[src/rtl/uart_pkg.sv]
// uart_pkg: shared UART definitions for uart_tx / uart_rx.
//   - rx_state_t     : receiver FSM state encoding
//   - *_DEF          : default frame width and oversample ratio
//   - start/stop bit : line levels used by both ends of the link
package uart_pkg;

  localparam int UART_DATABITS_DEF   = 8;
  localparam int UART_OVERSAMPLE_DEF = 16;

  // Line levels for the framing bits; idle is the same level as stop.
  localparam logic UART_START_BIT = 1'b0;
  localparam logic UART_STOP_BIT  = 1'b1;

  typedef enum logic [2:0] {
    RX_IDLE   = 3'd0,
    RX_START  = 3'd1,
    RX_DATA   = 3'd2,
    RX_PARITY = 3'd3,
    RX_STOP   = 3'd4,
    RX_BREAK  = 3'd5
  } rx_state_t;

endpackage

[src/rtl/uart_sync2.sv]
// uart_sync2: two-flop synchronizer for a single asynchronous bit.
// Ports: clk, reset (sync, active-high), d (async input), q (synchronized).
// Latency: 2 clk cycles. RESET_VAL sets both flops on reset so an idle
// line level can be presented from the first cycle after reset.
module uart_sync2 #(
  parameter logic RESET_VAL = 1'b0
) (
  input  logic clk,
  input  logic reset,
  input  logic d,
  output logic q
);

  logic meta;

  always_ff @(posedge clk) begin
    if (reset) begin
      meta <= RESET_VAL;
      q    <= RESET_VAL;
    end else begin
      meta <= d;
      q    <= meta;
    end
  end

endmodule

[src/rtl/uart_rx.sv]
// uart_rx: 16x-oversampled UART receiver (start, DATABITS LSB first,
// optional even parity, stop). Emits a one-cycle rx_valid per frame.
// Ports:
//   clk, reset     : clock and synchronous active-high reset
//   os_tick        : oversample enable, OVERSAMPLE pulses per bit period
//   rx_line        : asynchronous serial input, idles high
//   rx_data        : last received word (held until the next rx_valid)
//   rx_valid       : one-cycle frame-complete pulse
//   parity_err     : received parity bit != ^rx_data (qualified by rx_valid)
//   frame_err      : stop bit sampled low (qualified by rx_valid)
//   rx_busy        : high whenever the FSM is not idle
// Build option: define UART_RX_PARITY_EN to receive a parity bit between
// the data and stop bits; otherwise the frame has no parity and
// parity_err is constant 0.
module uart_rx
  import uart_pkg::*;
#(
  parameter int DATABITS   = UART_DATABITS_DEF,
  parameter int OVERSAMPLE = UART_OVERSAMPLE_DEF
) (
  input  logic                clk,
  input  logic                reset,
  input  logic                os_tick,
  input  logic                rx_line,
  output logic [DATABITS-1:0] rx_data,
  output logic                rx_valid,
  output logic                parity_err,
  output logic                frame_err,
  output logic                rx_busy
);

  localparam int TW = $clog2(OVERSAMPLE);

  // Terminal counts: the start bit is sampled half a bit period after the
  // falling edge, every later bit one full period after the previous one.
  localparam logic [TW-1:0] HALF_LAST = TW'(OVERSAMPLE / 2 - 1);
  localparam logic [TW-1:0] FULL_LAST = TW'(OVERSAMPLE - 1);
  localparam logic [3:0]    BIT_LAST  = 4'(DATABITS - 1);

  localparam logic [2:0] S_IDLE   = 3'(RX_IDLE);
  localparam logic [2:0] S_START  = 3'(RX_START);
  localparam logic [2:0] S_DATA   = 3'(RX_DATA);
`ifdef UART_RX_PARITY_EN
  localparam logic [2:0] S_PARITY = 3'(RX_PARITY);
`endif
  localparam logic [2:0] S_STOP   = 3'(RX_STOP);
  localparam logic [2:0] S_BREAK  = 3'(RX_BREAK);

  logic                rx_s;
  logic [2:0]          state;
  logic [TW-1:0]       tick_cnt;
  logic [3:0]          bit_cnt;
  logic [DATABITS-1:0] shift;
  logic                half_pt;
  logic                full_pt;
`ifdef UART_RX_PARITY_EN
  logic                par_s;
`endif

  // Idle-high reset value keeps the FSM from seeing a false start bit
  // while the synchronizer fills after reset.
  uart_sync2 #(
    .RESET_VAL (UART_STOP_BIT)
  ) u_sync (
    .clk   (clk),
    .reset (reset),
    .d     (rx_line),
    .q     (rx_s)
  );

  assign half_pt = os_tick && (tick_cnt == HALF_LAST);
  assign full_pt = os_tick && (tick_cnt == FULL_LAST);
  assign rx_busy = (state != S_IDLE);

  always_ff @(posedge clk) begin
    if (reset) begin
      state      <= S_IDLE;
      tick_cnt   <= '0;
      bit_cnt    <= '0;
      shift      <= '0;
      rx_data    <= '0;
      rx_valid   <= 1'b0;
      frame_err  <= 1'b0;
`ifdef UART_RX_PARITY_EN
      par_s      <= 1'b0;
      parity_err <= 1'b0;
`endif
    end else begin
      rx_valid <= 1'b0;

      case (state)
        // Edge detection does not wait for a tick, so a start bit that
        // follows the stop bit directly is caught on the next cycle.
        S_IDLE: begin
          if (rx_s == UART_START_BIT) begin
            tick_cnt <= '0;
            state    <= S_START;
          end
        end

        S_START: begin
          if (half_pt) begin
            tick_cnt <= '0;
            if (rx_s != UART_START_BIT) begin
              // Line back high at mid-bit: treat the low as a glitch.
              state <= S_IDLE;
            end else begin
              bit_cnt <= '0;
              state   <= S_DATA;
            end
          end else if (os_tick) begin
            tick_cnt <= tick_cnt + 1'b1;
          end
        end

        S_DATA: begin
          if (full_pt) begin
            tick_cnt <= '0;
            // Bits arrive LSB first: insert at the MSB and shift right so
            // that after DATABITS samples the first bit sits at bit 0.
            shift <= (shift >> 1) | (DATABITS'(rx_s) << (DATABITS - 1));
            if (bit_cnt == BIT_LAST) begin
`ifdef UART_RX_PARITY_EN
              state <= S_PARITY;
`else
              state <= S_STOP;
`endif
            end else begin
              bit_cnt <= bit_cnt + 4'd1;
            end
          end else if (os_tick) begin
            tick_cnt <= tick_cnt + 1'b1;
          end
        end

`ifdef UART_RX_PARITY_EN
        S_PARITY: begin
          if (full_pt) begin
            tick_cnt <= '0;
            par_s    <= rx_s;
            state    <= S_STOP;
          end else if (os_tick) begin
            tick_cnt <= tick_cnt + 1'b1;
          end
        end
`endif

        // Frames are delivered even when malformed; status flags let the
        // consumer decide what to drop.
        S_STOP: begin
          if (full_pt) begin
            tick_cnt   <= '0;
            rx_data    <= shift;
            frame_err  <= (rx_s != UART_STOP_BIT);
`ifdef UART_RX_PARITY_EN
            parity_err <= par_s ^ (^shift);
`endif
            rx_valid   <= 1'b1;
            state      <= (rx_s == UART_STOP_BIT) ? S_IDLE : S_BREAK;
          end else if (os_tick) begin
            tick_cnt <= tick_cnt + 1'b1;
          end
        end

        // Line held low past the stop bit: wait for it to release before
        // hunting for the next start edge.
        S_BREAK: begin
          if (rx_s == UART_STOP_BIT) begin
            state <= S_IDLE;
          end
        end

        default: begin
          state <= S_IDLE;
        end
      endcase
    end
  end

`ifndef UART_RX_PARITY_EN
  assign parity_err = 1'b0;
`endif

endmodule

[config.mk]
export PLATFORM = sky130hd
export DESIGN_NAME = uart_rx
export DESIGN_NICKNAME = d
export VERILOG_FILES = /design/src/rtl/uart_pkg.sv /design/src/rtl/uart_sync2.sv /design/src/rtl/uart_rx.sv
export SDC_FILE = /design/constraint.sdc
export NUM_CORES = 1
export LEC_CHECK = 0
export CAP_MARGIN = 20
export CORE_MARGIN = 8
export CORE_UTILIZATION = 58
export CTS_BUF_LIST = sky130_fd_sc_hd__clkbuf_4 sky130_fd_sc_hd__clkbuf_8
export DETAILED_ROUTE_END_ITERATION = 8
export GPL_ROUTABILITY_DRIVEN = 0
export PLACE_DENSITY = 0.81
export SLEW_MARGIN = 30
export SYNTH_ARGS = -nofsm -noshare
export SYNTH_HDL_FRONTEND = slang
export SYNTH_SLANG_ARGS = --single-unit
[constraint.sdc]
create_clock -name clk -period 2.2 [get_ports clk]
set_clock_uncertainty 0.15 [all_clocks]
set_input_delay 0.44 -clock clk [delete_from_list [all_inputs] [get_ports clk]]
set_output_delay 0.44 -clock clk [all_outputs]
set_load 0.01 [all_outputs]
==> results.md <==
- Clock sink count: 31
- Hold Crit Class: reg2reg
- Final critical-path required period: 2100 ps
- Final setup margin: 95.9 ps
- Final instance area: 1810 sq um
- # setup viols final: 0
- Num ports: 16
- Die width: 67.2 um
- Share of cells above drive strength 1: 0.184
- Die height: 67.2 um
- Largest family of logic cells by synthesized area: simple AND/OR/NAND/NOR gates
- Largest net degree at the start of global routing: 16
- Vias/cell: 5.69
- Leak: 0.699 nW
- Synth Register Bits: 31
- Htree depth: 2
- Slowest stage delay, CP: 480 ps
- Area of the core: 2480 sq um
- Post-synthesis sequential area ratio: 0.408
- Initial Util: 0.614
- Setup TNS: 0 ps
- # rows: 18
- Crit path required time: 1610 ps
- Clk slew on worst S/H paths: 100 ps
- Post-synth cell types: 43
- Pwr/cell area: 600 nW/um^2
- Slowest CP cell: clkdlybuf4s50_1
- Post-Syn Instances: 151
- Unrepaired setup endpoints after global routing: false
- Layout Area Growth over Synthesis: 19.0%
- Drt first-iter violations: 91
- Via total after detailed routing: 1161
- Biggest area consumer among synthesized cells: dfxtp_1
- Clock tree buffer depth: 2
- HP Start: u_sync.meta$_SDFF_PP1_
- Worst path arrival time: 1510 ps
- Top post-synthesis cells by area: dfxtp_1 (41%), mux2i_1 (14%), nor2_1 (4.9%), nand2b_1 (2.9%), nand2_1 (2.7%)
- Hpwl dp: 2.07 mm
- Synth Area in XOR/XNOR: 0.00576
- Pre-antenna DRT Iters: 4
- Post-synth EDFFs: 0
- Final Max Slew Viols: 0
- Complex-gate fraction of the synthesized area: 0.111
- Cts hold-fix bufs: 0
- Final antenna-violating net count: 0
- Post-CTS sizing: 0
- Adder-cell area share of the yosys netlist: 0.0164
- Initial antenna violation count: 0
- Syn Nets: 157
- Simple-Gate Fraction of Synth Area: 0.267
- CP startpoint: state[1]$_SDFFE_PP0P_
- Max VDD drop: 563 uV
- FF-to-FF Start: tick_cnt[0]$_SDFFE_PP0P_
- # DRC: 0
- Final Hold Viols: 0
- CP Launch Type: flop
- Worst slack at placement: 18.6 ps
- CTS buffer count: 5
- Worst Path Max Fanout: 10
- Post-synthesis cell area: 1520 sq um
- Number of port buffers: 14
- Ys Warns: 0
- Max_cap viols: 0
- Clock tree from TritonCTS: built
- Layout Nets: 179
- Root Buffer: clkbuf_4
- Period utilization: 0.956
- Vias in the first global route: 1173
- Tot GR Track Use: 0.150
- GRT overflow: 0
- Clock Latency Late Sink: 340 ps
- CP cell instances: or3_1, clkdlybuf4s50_1
- First-pass GRT wire length: 5.22 mm
- Post-synth top area share: 0.408
- Multiplexer share of the synthesized area: 0.145
- Highest Clock Rate: 475 MHz
- Status: finished clean
- Most common flop cell mapped by yosys: dfxtp_1
- Post-CTS setup buffers: 0
- Total Wirelength: 3.00 mm
- # diodes: 0
- Dpl cell area: 1720 sq um
- DR WL/cell: 14.7 um
- Share of synthesized registers carrying an async set or reset: 0
- Die Area: 4520 sq um
- Avg Inst Size Synth: 10.1 sq um
- Critical Path End Type: output pin
- Critical path class: reg2out
## cells in the mapped netlist (all sizes together) (2+ instances only)
cell type	instances
a31oi	4
dfxtp	31
nor2	21
ha	2
nand3	3
nor4b	2
clkbuf	3
nand2	11
nand3b	2
nand4	4
a21oi	3
nand2b	7
nand4b	3
buf	6
mux2i	22
or2	3
## placed cells by master, fill, tap and decap left out, types with 2 or more instances in the layout
cell type and n:
clkbuf_4 5, nand3b_1 2, nor2_1 20, nand4b_1 3
a21oi_1 3, a31oi_1 4, or2_2 3, nand3_1 3
clkdlybuf4s50_1 14, dfxtp_1 30, ha_1 2, mux2i_1 22
nand2b_1 7, nand2_1 11, nand4_1 4, buf_4 9
## sequential cells by signal (all words and copies together), names as in the netlist
register / count
rx_data: 8
shift: 8
bit_cnt: 4
tick_cnt: 4
state: 3
frame_err: 1
rx_valid: 1
u_sync.meta: 1
u_sync.q: 1
## per-stage QoR
stage / cells / hold slack [ps] / total power, W / util
detailed placement: 196 / 252 / 0.000629 / 0.695
global placement: 196 / 244 / 0.000627 / 0.695
global route: 204 / 294 / 0.00113 / 0.731
floorplan: 151 / 239 / 0.000610 / -
CTS: 204 / 267 / 0.00109 / 0.730
finish: 204 / 263 / 0.00109 / 0.731
## power by group
group	total (W)	internal (W)	switching, W
combinational	0.0000506	0.0000236	0.0000270
sequential	0.000565	0.000563	0.00000234
clock	0.000470	0.000268	0.000202
total	0.00109	0.000855	0.000231
## logic make-up (layout without fill, tap and decap cells)
group | Yosys count | count (layout)
muxes | 22 | 22
buffers and inverters | 10 | 33
AOI/OAI and AO/OA | 16 | 16
xor gates and xnor gates | 1 | 1
adders and majority gates | 2 | 2
DFF | 31 | 31
other | 1 | 1
and+or+nand+nor | 68 | 68
## worst paths after layout
path / end / slack [ps] / depth (start not counted)
worst max-delay path: rx_busy / 100 / 2
worst min register to register: u_sync.q$_SDFF_PP1_ / 260 / 1
worst min-delay path: u_sync.q$_SDFF_PP1_ / 260 / 1
worst max register to register: state[0]$_SDFFE_PP0P_ / 270 / 5
## worst max-delay path: cells and delay by family (launching register included)
kind,cells,cell delay [ps]
flip-flops,1,390
buffers and inverters,1,480
AND/OR/NAND/NOR,1,310
## metal layers
metal,GRT usage,vias up,wire (um)
met5,0,-,0
met4,0.0757,0,66
met3,0.0563,7,161
met2,0.238,31,1420
met1,0.173,543,1350
li1,-,580,-
## area by class of cell
| cell class | count | area, sq um |
|---|---|---|
| Tap cell | 30 | 37.5 |
| Sequential cell | 31 | 622 |
| Clock buffer | 6 | 51.3 |
| Multi-Input combinational cell | 110 | 833 |
| Timing Repair Buffer | 24 | 228 |
| Clock inverter | 2 | 35.0 |
| Fill cell | 186 | 667 |
| Inverter | 1 | 3.75 |
No activity file was read; power rests on OpenSTA's default activity.
